**config.mk**
```make
export PLATFORM = sky130hd
export DESIGN_NAME = quat_result_serializer
export DESIGN_NICKNAME = d
export VERILOG_FILES = /design/src/rtl/quat_pkg.sv /design/src/rtl/quat_fifo.sv /design/src/rtl/quat_result_serializer.sv
export SDC_FILE = /design/constraint.sdc
export NUM_CORES = 1
export LEC_CHECK = 0
export ABC_CLOCK_PERIOD_IN_PS = 4900
export BUFFER_PORTS_ARGS = -buffer_cell sky130_fd_sc_hd__buf_2
export CAP_MARGIN = 20
export CORE_MARGIN = 2
export CORE_UTILIZATION = 55
export CTS_BUF_LIST = sky130_fd_sc_hd__clkbuf_16
export CTS_CLUSTER_SIZE = 10
export DETAILED_ROUTE_END_ITERATION = 16
export HOLD_SLACK_MARGIN = 0.05
export PLACE_DENSITY = 0.81
export SLEW_MARGIN = 30
export SYNTH_ARGS = -nofsm -noshare
export SYNTH_HDL_FRONTEND = slang
export SYNTH_HIERARCHICAL = 1
export SYNTH_SLANG_ARGS = --single-unit
```
**constraint.sdc**
```tcl
create_clock -name clk -period 4.9 [get_ports clk]
set_input_delay 0.245 -clock clk [delete_from_list [all_inputs] [get_ports clk]]
set_output_delay 0.245 -clock clk [all_outputs]
set_load 0.02 [all_outputs]
```
**src/rtl/quat_pkg.sv**
```systemverilog
// Shared constants, entry type and the Q2.30 -> Q1.15 rescale helper used by
// the quaternion result serializer.
package quat_pkg;
  localparam int COMP_W   = 16;
  localparam int PROD_W   = 32;
  localparam int NUM_COMP = 4;

  typedef struct packed {
    logic [NUM_COMP-1:0][COMP_W-1:0] comp;   // comp[0] = r1 (w)
    logic                            sat;
  } quat_q15_t;

  typedef struct packed {
    logic              sat;
    logic [COMP_W-1:0] val;
  } rescale_t;

  // Round-half-up shift followed by a clamp to the signed 16-bit range.
  // The 33-bit sum cannot overflow even for 0x7FFFFFFF plus the rounding bias.
  function automatic rescale_t rescale(input logic [PROD_W-1:0] r, input int frac);
    logic signed [PROD_W:0] t;
    logic signed [PROD_W:0] rnd;
    rescale_t res;
    rnd = '0;
    if (frac > 0) rnd[frac-1] = 1'b1;
    t = $signed({r[PROD_W-1], r}) + rnd;
    t = t >>> frac;
    if (t > $signed((PROD_W+1)'(32767))) begin
      res.val = 16'h7FFF;
      res.sat = 1'b1;
    end else if (t < $signed((PROD_W+1)'(-32768))) begin
      res.val = 16'h8000;
      res.sat = 1'b1;
    end else begin
      res.val = t[COMP_W-1:0];
      res.sat = 1'b0;
    end
    return res;
  endfunction
endpackage

```
**src/rtl/quat_fifo.sv**
```systemverilog
// Synchronous quaternion FIFO; push when full and pop when empty are ignored.
module quat_fifo import quat_pkg::*; #(
  parameter int FIFO_DEPTH = 2
) (
  input  logic      clk,
  input  logic      rst_n,
  input  logic      push,
  input  logic      pop,
  input  quat_q15_t din,
  output quat_q15_t dout,
  output logic      full,
  output logic      empty
);
  localparam int AW = $clog2(FIFO_DEPTH);

  quat_q15_t     mem [FIFO_DEPTH];
  logic [AW-1:0] wr_ptr, rd_ptr;
  logic [AW:0]   cnt;
  logic          do_push, do_pop;

  assign full    = (cnt == (AW+1)'(FIFO_DEPTH));
  assign empty   = (cnt == '0);
  assign do_push = push && !full;
  assign do_pop  = pop && !empty;
  assign dout    = mem[rd_ptr];

  always_ff @(posedge clk) begin
    if (do_push) mem[wr_ptr] <= din;
  end

  always_ff @(posedge clk or negedge rst_n) begin
    if (!rst_n) begin
      wr_ptr <= '0;
      rd_ptr <= '0;
      cnt    <= '0;
    end else begin
      if (do_push) wr_ptr <= wr_ptr + 1'b1;
      if (do_pop)  rd_ptr <= rd_ptr + 1'b1;
      case ({do_push, do_pop})
        2'b10:   cnt <= cnt + 1'b1;
        2'b01:   cnt <= cnt - 1'b1;
        default: cnt <= cnt;
      endcase
    end
  end
endmodule

```
**src/rtl/quat_result_serializer.sv**
```systemverilog
// Rescales a Hamilton-product quaternion to Q1.15, buffers it and streams the
// four components out one beat at a time with index/last/sat flags.
module quat_result_serializer import quat_pkg::*; #(
  parameter int FRAC_BITS  = 15,
  parameter int FIFO_DEPTH = 2
) (
  input  logic              clk,
  input  logic              rst_n,
  input  logic              in_valid,
  output logic              in_ready,
  input  logic [PROD_W-1:0] r1,
  input  logic [PROD_W-1:0] r2,
  input  logic [PROD_W-1:0] r3,
  input  logic [PROD_W-1:0] r4,
  output logic              out_valid,
  input  logic              out_ready,
  output logic [COMP_W-1:0] out_data,
  output logic [1:0]        out_idx,
  output logic              out_last,
  output logic              out_sat,
  output logic [7:0]        sat_count
);
  localparam logic [0:0] IDLE = 1'b0;
  localparam logic [0:0] EMIT = 1'b1;

  logic [NUM_COMP-1:0][PROD_W-1:0] r_in;
  rescale_t [NUM_COMP-1:0]         conv;
  logic [NUM_COMP-1:0]             sat_vec;
  quat_q15_t                       wr_q, fifo_dout, hold;
  logic                            push, load, full, empty;
  logic [2:0]                      n_sat;
  logic [8:0]                      sat_sum;
  logic [0:0]                      state;

  assign r_in = {r4, r3, r2, r1};

  for (genvar g = 0; g < NUM_COMP; g++) begin : g_conv
    assign conv[g]      = rescale(r_in[g], FRAC_BITS);
    assign wr_q.comp[g] = conv[g].val;
    assign sat_vec[g]   = conv[g].sat;
  end
  assign wr_q.sat = |sat_vec;

  always_comb begin
    n_sat = '0;
    for (int i = 0; i < NUM_COMP; i++) n_sat = n_sat + 3'(sat_vec[i]);
  end
  assign sat_sum = {1'b0, sat_count} + 9'(n_sat);

  assign in_ready = !full;
  assign push     = in_valid && !full;
  // Pop from IDLE, or back-to-back when the last beat of the current entry leaves.
  assign load = !empty && ((state == IDLE) ||
                           (out_ready && out_idx == 2'd3));

  quat_fifo #(.FIFO_DEPTH(FIFO_DEPTH)) u_fifo (
    .clk   (clk),
    .rst_n (rst_n),
    .push  (push),
    .pop   (load),
    .din   (wr_q),
    .dout  (fifo_dout),
    .full  (full),
    .empty (empty)
  );

  always_ff @(posedge clk or negedge rst_n) begin
    if (!rst_n) sat_count <= '0;
    else if (push) sat_count <= sat_sum[8] ? 8'hFF : sat_sum[7:0];
  end

  always_ff @(posedge clk or negedge rst_n) begin
    if (!rst_n) begin
      state     <= IDLE;
      hold      <= '0;
      out_valid <= 1'b0;
      out_data  <= '0;
      out_idx   <= '0;
      out_last  <= 1'b0;
      out_sat   <= 1'b0;
    end else if (load) begin
      state     <= EMIT;
      hold      <= fifo_dout;
      out_valid <= 1'b1;
      out_data  <= fifo_dout.comp[0];
      out_idx   <= '0;
      out_last  <= 1'b0;
      out_sat   <= 1'b0;
    end else if (state == EMIT && out_ready) begin
      if (out_idx != 2'd3) begin
        out_idx  <= out_idx + 2'd1;
        out_data <= hold.comp[out_idx + 2'd1];
        out_last <= (out_idx == 2'd2);
        out_sat  <= (out_idx == 2'd2) && hold.sat;
      end else begin
        state     <= IDLE;
        out_valid <= 1'b0;
        out_last  <= 1'b0;
        out_sat   <= 1'b0;
      end
    end
  end
endmodule
```
# [After elaboration in Yosys (flattened, before gate mapping)]
# Memory sizes are Yosys's and may differ from the RTL's.
# Index checks and enable logic that the tools add are counted.
[op_classes] addsub=13 bitwise_logic=1 reduce_logical=17 order_cmp=9 eq_ne=7 mux=29
[op_table] operator="$mux 17" n=8
[op_table] operator="$add 32x16->33 const B" n=4
[op_table] operator="$gt 18x16->1 const B" n=4
[op_table] operator="$lt 18x16->1 const B" n=4
[op_table] operator="$mux 16" n=4
[op_table] operator="$bmux 16 s2" n=1
[op_table] operator="$mux 1" n=11
[op_table] operator="$add 8x3->9" n=1
[op_table] operator="$eq 2x2->1 const B" n=4
[op_table] operator="$mux 8" n=1
[op_table] operator="$logic_and 1x1->1" n=7
[op_table] operator="$mux 2" n=3
[op_table] operator="$reduce_bool 2->1" n=3
[op_table] operator="$add 2x1->2 const B" n=2
[op_table] operator="$pmux 2 s2" n=1
[op_table] operator="$reduce_and 2->1" n=2
[op_table] operator="$reduce_or 4->1" n=1
[op_table] operator="$add 2x1->3" n=1
[op_table] operator="$add 3x1->3" n=1
[op_table] operator="$lt 2x3->1 const B" n=1
[op_table] operator="$add 1x1->1 const B" n=2
[op_table] operator="$add 1x1->2" n=1
[op_table] operator="$eq 2x1->1 const B" n=1
[op_table] operator="$logic_not 1->1" n=2
[op_table] operator="other kinds (6)" n=6
[word_totals] inputBits=132 reg_bits=98 mem_count=1 word_cells=91 out_inout_bits=30 mem_bits_rw=130
[memory_table] memory="u_fifo.mem" depth=2 word_bits=65 read_ports=1 rd_ports_with_merged_regs=0 write_ports=1 line_no="quat_fifo.sv:16" text="quat_q15_t mem [FIFO_DEPTH];"

# [Logic depth before layout (Yosys ltp)]
# Gate-level depths: netlist of the first run.
[depth] word_depth=9 depth_mapped=14 mapped_depth_nobuf=14

# [Hierarchy]
# Netlist of the first run, hierarchy kept.
[by_module_without_submodules] mod="quat_result_serializer" cells_each=600 area_per_inst_um2=6057.1 seq_area_each_um2=2352.3 n_inst=1
[by_module_without_submodules] mod="quat_fifo" cells_each=220 area_per_inst_um2=5046.1 seq_area_each_um2=4003.8 n_inst=1

# [Worst setup path after synthesis of the first run]
# No wires, ideal clock.
[synth_timing] path_type="reg-to-reg" start="reg u_fifo.cnt[0]" end="mem u_fifo/mem[0][0] (netlist bit) (enable)" setup_time_ns=0.488 t_arrival_ns=3.770 stages_incl_launch_ff=7 slack_ns=0.641 synth_period_minus_slack_ns=4.259 path_buffers=1 required_ns=4.412 cell_sequence="dfrtp_1 > nand2b_1 > inv_1 > nor2b_1 > clkbuf_1 > nand2_1 > nor2_1"
[synth_between] elab_chain_len=6
[synth_rtl] item="start, declared" line_no="quat_fifo.sv:18" text="logic [AW:0] cnt;"
[synth_rtl] item="start signal, assigned" line_no="quat_fifo.sv:40" text="2'b10: cnt <= cnt + 1'b1;"
[synth_rtl] item="start signal, assigned" line_no="quat_fifo.sv:41" text="2'b01: cnt <= cnt - 1'b1;"
[synth_rtl] item="start signal, assigned" line_no="quat_fifo.sv:42" text="default: cnt <= cnt;"
[synth_rtl] item="$eq 2x2->1" line_no="quat_fifo.sv:21" text="assign full = (cnt == (AW+1)'(FIFO_DEPTH));"
[synth_rtl] item="net full" line_no="quat_result_serializer.sv:30" text="logic push, load, full, empty;"
[synth_rtl] item="$logic_not 1->1" line_no="quat_result_serializer.sv:51" text="assign push = in_valid && !full;"
[synth_rtl] item="$logic_and 1x1->1" line_no="quat_result_serializer.sv:51"
[synth_rtl] item="net push" line_no="quat_result_serializer.sv:30"
[synth_rtl] item="$logic_and 1x1->1" line_no="quat_fifo.sv:23" text="assign do_push = push && !full;"
[synth_rtl] item="$mux 1" line_no="quat_fifo.sv:28" text="if (do_push) mem[wr_ptr] <= din;"
[synth_rtl] item="$mux 1 (not written as such)" line_no="quat_fifo.sv:28"
[synth_rtl] item="end, declared" line_no="quat_fifo.sv:16"
# The timed path passes the listed nets, and every way through them passes these cells.

# [Worst setup path after layout of the first run]
[layout_timing] start="in r3[14]" end="reg sat_count[4]"
[layout_between] elab_chain_len=8 elab_cells_between_ends=9 classes_between="4 x add/sub; 2 x order compare; 3 x mux"
[layout_rtl] item="start, declared" line_no="quat_result_serializer.sv:13" text="input logic [PROD_W-1:0] r3,"
[layout_rtl] item="$add 32x16->33 (*)" line_no="quat_pkg.sv:26" text="t = $signed({r[PROD_W-1], r}) + rnd;"
[layout_rtl] item="$lt 18x16->1" line_no="quat_pkg.sv:31" text="end else if (t < $signed((PROD_W+1)'(-32768))) begin"
[layout_rtl] item="$mux 17" line_no="quat_pkg.sv:31"
[layout_rtl] item="$mux 17 (*)" line_no="quat_pkg.sv:28" text="if (t > $signed((PROD_W+1)'(32767))) begin"
[layout_rtl] item="$add 2x1->3 (*)" line_no="quat_result_serializer.sv:46" text="for (int i = 0; i < NUM_COMP; i++) n_sat = n_sat + 3'(sat_vec[i]);"
[layout_rtl] item="$add 3x1->3 (*)" line_no="quat_result_serializer.sv:46"
[layout_rtl] item="$add 8x3->9 (*)" line_no="quat_result_serializer.sv:48" text="assign sat_sum = {1'b0, sat_count} + 9'(n_sat);"
[layout_rtl] item="$mux 8 (*)" line_no="quat_result_serializer.sv:69" text="else if (push) sat_count <= sat_sum[8] ? 8'hFF : sat_sum[7:0];"
[layout_rtl] item="end signal, assigned" line_no="quat_result_serializer.sv:69"
[layout_rtl] item="end, declared" line_no="quat_result_serializer.sv:21" text="output logic [7:0] sat_count"
# Every way passes the cells marked *; elsewhere a longest branch is shown, timed or not.
# A chain may end at the register's enable or synchronous reset.

==> flow_summary_export.csv, run 1 <==
group,metric,value,unit
placement,placed_area,0.01188,mm²
sta,hold_viol,0,
setup_path,critPathSlowestCell,"or4_4",
routing,drc,0,
layout,syn_to_final_growth,13.83,%
yosys,synth_area,0.01110,mm²
setup_path,critPathMaxFanout,17,
die,fp-row-count,51,
routing,wire_per_inst,18.03,µm
yosys,syn_nets,964,
routing,drtAntennaViolNets,0,
setup_path,max_stage_delay,0.54,ns
placement,dpl.hpwl,15320,µm
grt,grt_pass1_vias,6770,
job,cap_violations,0,
routing,drt-total-wl,21870,µm
setup_path,path_common_cell,"fa_1",
yosys,synth_top_area_share,35.16,%
sta,skew,0.01525,ns
clock_tree,cts_tree,"built",
grt,grt_max_degree,78,
die,die_x,146.1,µm
yosys,synth_cells,820,
setup_path,worstPathRequired,5.30,ns
power_and_ir_drop,leakage,4.945,nW
layout,nets,1072,
sta,setup_viol,0,
sta,fin_crit,3.489,ns
min_path,hold_end,"out_idx[0]$_DFFE_PN0P_",
die,die-area,0.02134,mm²
grt,grt_pass1_wl,35220,µm
sta,final_max_slew_viol_count,0,
die,ios,162,
yosys,synth-edff-count,130,
routing,drt-initial-drc-count,455,
clock_tree,path_clk_slew,0.05,ns
die,start_util,56.49,%
min_path,hold_depth,3,
yosys,synth_area_leaders,"edfxtp_1 35%, dfrtp_1 22%, mux2_2 9.2%",
clock_tree,cts_buffer_depth,3,
yosys,synthTopCellsByCount,"130 x edfxtp_1, 98 x dfrtp_1, 91 x mux2_2, 54 x o21ai_0, 46 x nor2_1",
placement,portBuffers,105,
setup_path,cp-start-kind,"input port",
die,core-area,0.01965,mm²
yosys,synthArstFlopShare,42.98,%
layout,fillers,1438,
setup_path,end_kind,"register",
min_path,worstHoldStart,"out_ready",
clock_tree,post-cts-setup-buffers,0,
sta,grt_setup_unrepaired,"false",
sta,fin_tns_setup,0,ns
setup_path,worstRegToRegCells,9,
yosys,yosysWarnings,6,
clock_tree,cts_num_sinks,228,
placement,globalplace.congestion,0.8379,
clock_tree,insertion_delay,0.52,ns
setup_path,worstReg2RegStart,"out_idx[0]$_DFFE_PN0P_",
clock_tree,cts_made_buffers,26,
layout,layout-drive-gt1-share,32.07,%
sta,timing.fmax,286.6,MHz
setup_path,cp_cell_sequence,"buf_2, ha_1, nand3_1, nand2b_4, or4_4, a22oi_4, nor2b_1, fa_1, fa_1, inv_1, fa_1, and3_1, and3_1, a21oi_1",
setup_path,timing.rr.end,"u_fifo/cnt[1]$_DFFE_PN0P_",
setup_path,cp_data_arrival_time,3.89,ns
yosys,synth_largest_area_cell,"edfxtp_1",
yosys,seq_area_frac_synth,57.25,%
power_and_ir_drop,irDropWorstVdd,0.2810,mV
grt,antenna_found_initial,0,
setup_path,crit_type,"in2reg",
yosys,synth-seq-cells,228,
min_path,hp-class,"in2reg",
die,die_h,146.1,µm
grt,grt_overflow,0,
clock_tree,htree_num_levels,1,
grt,grt_usage,20.64,%
layout,antennaDiodeCount,0,
routing,first_pass_iters,5,
sta,min_period_over_period,71.20,%
yosys,synth_ff_type,"edfxtp_1",
clock_tree,ctsRootBufferMaster,"clkbuf_16",
setup_path,reg2reg_setup_slack,2.12,ns
routing,viasPerCell,5.568,
routing,vias,6754,
status,status,"completed",
sta,slew_headroom,36.96,%
power_and_ir_drop,p_per_area,586.1,mW/mm²
sta,worst_slew_pin_slew,0.9434,ns
yosys,yosysUniqueCellTypes,52,
yosys,synth_most_common_cell,"edfxtp_1",
layout,finish.instance_area,0.01264,mm²
yosys,syn_avg_cell_area,13.54,µm²
[critical path: cells and delay by family]
kind	cells	cell delay [ns]
AND/OR/NAND/NOR	6	1.71
buffers and inverters	2	0.20
AO/OA/AOI/OAI	2	0.46
adder cells (fa/ha/maj)	4	1.28
[layout by cell type (no fill, tap or decap), types with 6 or more instances in the layout]
cell and n:
mux2_2 91, mux2_4 40, nand3_1 31, buf_4 8
clkbuf_16 26, xnor2_1 29, nor2_1 44, nor3_1 7
o21ai_0 54, nor2b_1 6, mux2i_1 21, ha_1 9
nand2_1 35, a21oi_1 36, nand4_1 11, edfxtp_1 130
buf_2 104, mux4_2 16, xor2_1 34, inv_1 37
and3_1 11, dfrtp_1 97, nand2b_1 7, o21ai_1 10
[stage by stage]
stage	util, %	cells	total power, mW	hold WS [ns]	worst slack, ns
2_1_floorplan	-	820	5.027	-0.05059	0.6411
4_1_cts	64.29	1213	7.469	0.06147	1.387
6_report	64.30	1213	7.407	0.07479	1.411
5_1_grt	64.30	1213	7.795	0.1093	1.144
3_5_place_dp	60.44	1164	5.771	0.4641	0.8654
3_3_place_gp	60.44	1164	5.665	0.4632	0.9107
[final cells by class]
class	instances	area [µm²]	area share, %
Sequential cell	228	6360	50.32
Inverter	16	60.06	0.4752
Multi-Input combinational cell	541	4519	35.76
Clock inverter	22	95.09	0.7524
Tap cell	265	331.6	2.623
Clock buffer	26	650.6	5.148
Timing Repair Buffer	115	621.8	4.920
[where the power goes]
group          total, mW  internal, mW  switching (mW)
Combinational       2.54          1.29            1.25
Sequential          3.21          2.78           0.432
Clock               1.66         0.953           0.710
[flip-flops by register name, indices dropped and copies added, names as in the netlist, 2 cells and up]
name / cells
out_idx: 2
out_data: 16
sat_count: 8
hold: 65
u_fifo/cnt: 2
u_fifo/mem: 130
[logic make-up (layout without fill, tap and decap cells)]
| group | Yosys count | in the layout | synth area share, % |
|---|---|---|---|
| mux | 168 | 168 | 19.78 |
| xor+xnor | 63 | 63 | 4.970 |
| fa+ha+maj | 12 | 12 | 1.555 |
| flops | 228 | 228 | 57.25 |
| compound gates | 116 | 116 | 5.691 |
| simple gates | 182 | 182 | 8.531 |
| buf+inv | 51 | 179 | 2.231 |
[worst max-delay path by stage]
| stage | startpoint | slack (ns) | endpoint | cells past startpoint |
|---|---|---|---|---|
| after floorplan | u_fifo/cnt[0]$_DFFE_PN0P_ | 0.64 | u_fifo/mem[0][0]$_DFFE_PP_ | 6 |
| after global placement | r3[14] | 0.91 | sat_count[4]$_DFFE_PN0P_ | 14 |
| after detailed placement | r3[14] | 0.87 | sat_count[4]$_DFFE_PN0P_ | 14 |
| after CTS | r3[14] | 1.39 | sat_count[4]$_DFFE_PN0P_ | 14 |
| after global routing | r3[14] | 1.14 | sat_count[5]$_DFFE_PN0P_ | 15 |
| final | r3[14] | 1.41 | sat_count[4]$_DFFE_PN0P_ | 14 |
[per-layer routing]
metal	global-route usage, %	vias up	share of wire (%)
li1	-	3238	-
met1	27.84	3331	44
met2	35.09	145	50
met3	3.313	40	3.9
met4	5.728	0	2.4
met5	0	-	0
[timing repair]
item                                   in CTS  in global routing
endpoints found under the hold margin      76                  0
hold buffers                                1                  0
setup endpoints to repair                   0                  0
resized for setup                           0                  0
(Power assumes the default switching activity.)
==> run 2, diff against run 1 <==
--- a/config.mk
+++ b/config.mk
@@ -5,7 +5,7 @@
 export SDC_FILE = /design/constraint.sdc
 export NUM_CORES = 1
 export LEC_CHECK = 0
-export ABC_CLOCK_PERIOD_IN_PS = 4900
+export ABC_CLOCK_PERIOD_IN_PS = 3300
 export BUFFER_PORTS_ARGS = -buffer_cell sky130_fd_sc_hd__buf_2
 export CAP_MARGIN = 20
 export CORE_MARGIN = 2
==> constraint.sdc (replaced) <==
create_clock -name clk -period 3.3 [get_ports clk]
set_input_delay 0.165 -clock clk [delete_from_list [all_inputs] [get_ports clk]]
set_output_delay 0.165 -clock clk [all_outputs]
set_load 0.02 [all_outputs]
==> flow_summary_export.csv, run 2 (synthesis gave the netlist of run 1 again) <==
group,metric,value,unit
sta,grt_setup_unrepaired,"false",
sta,skew,0.005318,ns
routing,vias,7018,
setup_path,crit_type,"in2reg",
die,fp-row-count,51,
die,die-area,0.02134,mm²
layout,regMostFlops,"u_fifo/mem",
routing,viasPerCell,5.678,
setup_path,cp_data_arrival_time,3.28,ns
setup_path,endpoint,"sat_count[4]$_DFFE_PN0P_",
setup_path,critPathLaunch,"r3[14]",
setup_path,critPathMaxFanout,7,
clock_tree,htree_num_levels,1,
min_path,hold_depth,2,
placement,placed_area,0.01206,mm²
die,die_h,146.1,µm
setup_path,cp-start-kind,"input port",
setup_path,end_kind,"register",
layout,antennaDiodeCount,0,
setup_path,worstReg2RegStart,"u_fifo/cnt[0]$_DFFE_PN0P_",
job,cap_violations,0,
layout,finish.instance_area,0.01285,mm²
setup_path,timing.rr.end,"u_fifo/mem[1][57]$_DFFE_PP_",
routing,drt-total-wl,22800,µm
sta,worst_slew_pin_slew,0.8238,ns
clock_tree,cts_buffer_depth,3,
grt,grt_pass1_wl,36780,µm
sta,slew_headroom,45.08,%
setup_path,reg2reg_setup_slack,0.72,ns
sta,fin_crit,2.888,ns
power_and_ir_drop,leakage,5.076,nW
placement,portBuffers,105,
placement,dpl.hpwl,15780,µm
die,die_x,146.1,µm
layout,syn_to_final_growth,15.78,%
die,start_util,56.49,%
clock_tree,cts_made_buffers,26,
power_and_ir_drop,p_total,11.07,mW
sta,min_period_over_period,87.52,%
layout,layout_commonest_cell,"edfxtp_1",
status,status,"completed",
sta,hold_viol,0,
layout,largest_register_ffs,130,
power_and_ir_drop,p_per_area,861.3,mW/mm²
layout,nets,1095,
layout,top_regs,"u_fifo/mem (130), hold (65), out_data (16)",
routing,wire_per_inst,18.45,µm
grt,grt_usage,21.57,%
power_and_ir_drop,irDropWorstVdd,0.5491,mV
routing,drt-initial-drc-count,483,
grt,grt_max_degree,72,
clock_tree,insertion_delay,0.51,ns
clock_tree,cts_num_sinks,228,
layout,fillers,1449,
grt,grt_overflow,0,
grt,antenna_found_initial,0,
sta,setup_viol,0,
sta,final_max_slew_viol_count,0,
die,core-area,0.01965,mm²
placement,globalplace.congestion,0.8723,
clock_tree,cts_tree,"built",
layout,layout-drive-gt1-share,33.57,%
routing,first_pass_iters,5,
sta,hold_slack,0.07414,ns
layout,final_cell_mix,"130 x edfxtp_1, 104 x buf_2, 97 x dfrtp_1",
grt,grt_pass1_vias,7115,
routing,drtAntennaViolNets,0,
clock_tree,path_clk_slew,0.05,ns
min_path,hp-class,"in2reg",
setup_path,worstRegToRegCells,5,
clock_tree,ctsRootBufferMaster,"clkbuf_16",
setup_path,worstPathRequired,3.69,ns
routing,drc,0,
sta,timing.fmax,346.2,MHz
die,ios,162,
[run 2: cell count changes in the layout (fill, tap and decap cells not counted), sizes merged]
cell         previous run  this run
buf                   114       134
clkinv                  1         0
clkbuf                 26        27
dlygate4sd3             1         4
[run 2: critical path, stage by stage]
cell and delay, ns:
buf_2 0.10, ha_1 0.16, nand3_1 0.10, nand2b_4 0.15, or4_4 0.54, a22oi_4 0.20
nor2b_2 0.18, fa_1 0.45, fa_1 0.42, inv_1 0.09, fa_1 0.18, and3_1 0.28
and3_1 0.19, a21oi_1 0.07
[run 2: stage by stage]
step / TNS [ns] / setup WS (ns) / std cells / util [%]
after floorplan: 0 / 0.01304 / 820 / -
after global placement: -0.03569 / -0.03569 / 1184 / 61.34
after detailed placement: -0.5132 / -0.1275 / 1184 / 61.34
after CTS: 0 / 0.4032 / 1236 / 65.39
after global routing: 0 / 0.2578 / 1236 / 65.41
final: 0 / 0.4118 / 1236 / 65.41
[run 2: worst min path at each step]
stage                      start                     endpoint
after floorplan            rst_n          hold[0]$_DFFE_PN0P_
after global placement     rst_n         hold[44]$_DFFE_PN0P_
after detailed placement   rst_n         hold[44]$_DFFE_PN0P_
after CTS                 r1[30]  u_fifo/mem[1][16]$_DFFE_PP_
after global routing      r3[31]  u_fifo/mem[0][48]$_DFFE_PP_
final                     r1[30]  u_fifo/mem[1][16]$_DFFE_PP_
[run 2: per-layer routing]
| metal | vias up | share of wire [%] | track usage [%] | wire [µm] |
|---|---|---|---|---|
| met2 | 187 | 52 | 38.56 | 11780 |
| met5 | - | 0 | 0 | 0 |
| li1 | 3299 | - | - | - |
| met4 | 0 | 1.9 | 4.757 | 427 |
| met1 | 3499 | 42 | 28.16 | 9623 |
| met3 | 33 | 4.3 | 3.156 | 977 |
[run 2: layout make-up]
cell class	count	area [µm²]	area share, %
tap	265	331.6	2.579
timing repair buffer	138	823.3	6.405
sequential	228	6360	49.47
clock buffer	27	675.6	5.256
inverter	16	60.06	0.4672
clock inverter	21	78.83	0.6132
multi-input combinational	541	4526	35.21
[run 2: power by group]
part,internal [mW],switching [mW]
combinational,1.95,1.81
clock,1.45,1.05
sequential,4.12,0.691
total,7.53,3.55
[run 2: timing repair]
item / in CTS / in global routing
hold endpoints to repair: 62 / 0
gates resized for setup: 0 / 0
hold buffers: 4 / 0
setup buffers: 0 / 0
==> run 3, diff against run 2 <==
--- a/config.mk
+++ b/config.mk
@@ -14,7 +14,7 @@
 export CTS_CLUSTER_SIZE = 10
 export DETAILED_ROUTE_END_ITERATION = 16
 export HOLD_SLACK_MARGIN = 0.05
-export PLACE_DENSITY = 0.81
+export PLACE_DENSITY = 0.78
 export SLEW_MARGIN = 30
 export SYNTH_ARGS = -nofsm -noshare
 export SYNTH_HDL_FRONTEND = slang
==> flow_summary_export.csv, run 3 (synthesis gave the netlist of run 1 again) <==
group,metric,value,unit
power_and_ir_drop,irDropWorstVdd,0.5938,mV
placement,globalplace.congestion,0.8413,
clock_tree,ctsResizeCount,0,
grt,grt_overflow,0,
clock_tree,cts_buffer_depth,3,
power_and_ir_drop,p_int,7.539,mW
power_and_ir_drop,p_total,11.10,mW
setup_path,worstPathRequired,3.69,ns
setup_path,reg2reg_setup_slack,0.98,ns
layout,top_regs,"u_fifo/mem (130), hold (65), out_data (16)",
sta,final_max_slew_viol_count,0,
power_and_ir_drop,p_sw,3.557,mW
layout,final_core_util,65.52,%
sta,skew,0.02333,ns
min_path,hold_end,"u_fifo/mem[0][16]$_DFFE_PP_",
clock_tree,cts_tree,"built",
setup_path,worstRegToRegCells,8,
sta,timing.fmax,339.3,MHz
layout,fin_cells,1237,
placement,dp_slack,-0.1579,ns
layout,antennaDiodeCount,0,
layout,syn_to_final_growth,15.98,%
routing,drtAntennaViolNets,0,
min_path,hold_depth,2,
grt,grt_pass1_wl,35860,µm
grt,grt_max_degree,76,
power_and_ir_drop,pwr-share-seq,43.0,%
clock_tree,cts_num_sinks,228,
layout,layout_commonest_cell,"edfxtp_1",
setup_path,end_kind,"register",
power_and_ir_drop,clkPwrFrac,22.9,%
sta,fin_tns_setup,0,ns
clock_tree,path_clk_slew,0.06,ns
clock_tree,ctsRootBufferMaster,"clkbuf_16",
routing,first_pass_iters,4,
sta,min_period_over_period,89.32,%
min_path,hp-class,"in2reg",
clock_tree,htree_num_levels,1,
routing,drt-total-wl,22380,µm
routing,wire_per_inst,18.09,µm
sta,grt_setup_unrepaired,"false",
routing,drt-initial-drc-count,425,
status,status,"completed",
power_and_ir_drop,leakage,5.078,nW
die,core-area,0.01965,mm²
grt,grt_usage,20.99,%
clock_tree,hold_buffers,4,
grt,grt_pass1_vias,7051,
grt,antenna_found_initial,0,
placement,dpl.hpwl,15310,µm
die,ios,162,
die,fp-row-count,51,
routing,vias,6933,
sta,setup_ws,0.3526,ns
clock_tree,post-cts-setup-buffers,0,
die,die_x,146.1,µm
layout,nets,1096,
die,start_util,56.49,%
die,die-area,0.02134,mm²
layout,largest_register_ffs,130,
setup_path,crit_type,"in2reg",
power_and_ir_drop,swShare,32.06,%
setup_path,cp-start-kind,"input port",
layout,regMostFlops,"u_fifo/mem",
job,cap_violations,0,
min_path,worstHoldStart,"r1[30]",
setup_path,timing.rr.end,"sat_count[4]$_DFFE_PN0P_",
placement,portBuffers,105,
sta,hold_viol,0,
routing,drc,0,
setup_path,critPathMaxFanout,7,
placement,dp.cells,1184,
power_and_ir_drop,pwr-share-comb,34.1,%
setup_path,cp_data_arrival_time,3.34,ns
power_and_ir_drop,p_per_area,861.6,mW/mm²
sta,slew_headroom,41.50,%
sta,worst_slew_pin_slew,0.8775,ns
clock_tree,insertion_delay,0.53,ns
clock_tree,cts_made_buffers,27,
sta,fin_crit,2.947,ns
sta,setup_viol,0,
setup_path,worstReg2RegStart,"sat_count[0]$_DFFE_PN0P_",
layout,final_cell_mix,"130 x edfxtp_1, 104 x buf_2, 97 x dfrtp_1",
die,die_h,146.1,µm
routing,viasPerCell,5.605,
layout,layout-drive-gt1-share,33.64,%
run 3: worst max path at each step:
stage,from,endpoint
floorplan,r3[14],sat_count[4]$_DFFE_PN0P_
global placement,r3[14],sat_count[4]$_DFFE_PN0P_
detailed placement,r3[14],sat_count[4]$_DFFE_PN0P_
CTS,r3[14],sat_count[4]$_DFFE_PN0P_
global route,r1[23],sat_count[4]$_DFFE_PN0P_
finish,r3[14],sat_count[4]$_DFFE_PN0P_
run 3: power groups by stage:
stage | clock network (mW) | registers, mW | logic [mW]
floorplan | 0 | 4.70 | 2.76
global placement | 0 | 4.76 | 3.66
detailed placement | 0 | 4.82 | 3.76
CTS | 2.58 | 4.78 | 3.82
global route | 2.71 | 4.88 | 4.08
finish | 2.54 | 4.78 | 3.78
run 3: critical path, cell delays in order:
cell,delay (ns)
buf_2,0.11
ha_1,0.17
nand3_1,0.11
nand2b_4,0.15
or4_4,0.54
a22oi_4,0.17
nor2b_2,0.22
fa_1,0.46
fa_1,0.44
inv_1,0.09
fa_1,0.18
and3_1,0.28
and3_1,0.19
a21oi_1,0.06
run 3: per-stage QoR:
step | hold WS (ns) | area, µm²
final | 0.07291 | 12880
after global routing | 0.07439 | 12880
after CTS | 0.05201 | 12880
after detailed placement | 0.2809 | 12070
after global placement | 0.2742 | 12070
after floorplan | -0.1306 | 11110
run 3: layout make-up:
cell class / count / area, µm²
clock buffers: 27 / 675.6
clock inverters: 22 / 92.59
fillers: 1464 / 6777
inverters: 16 / 60.06
multi-input cells: 541 / 4522
flip-flops and latches: 228 / 6360
well taps: 265 / 331.6
repair buffers: 138 / 835.8
run 3: layer usage:
metal  track usage (%)  wire length [µm]
met1             27.41              9620
met2             36.46             11040
met3             3.031              1041
met4             6.845               670
met5                 0                 0
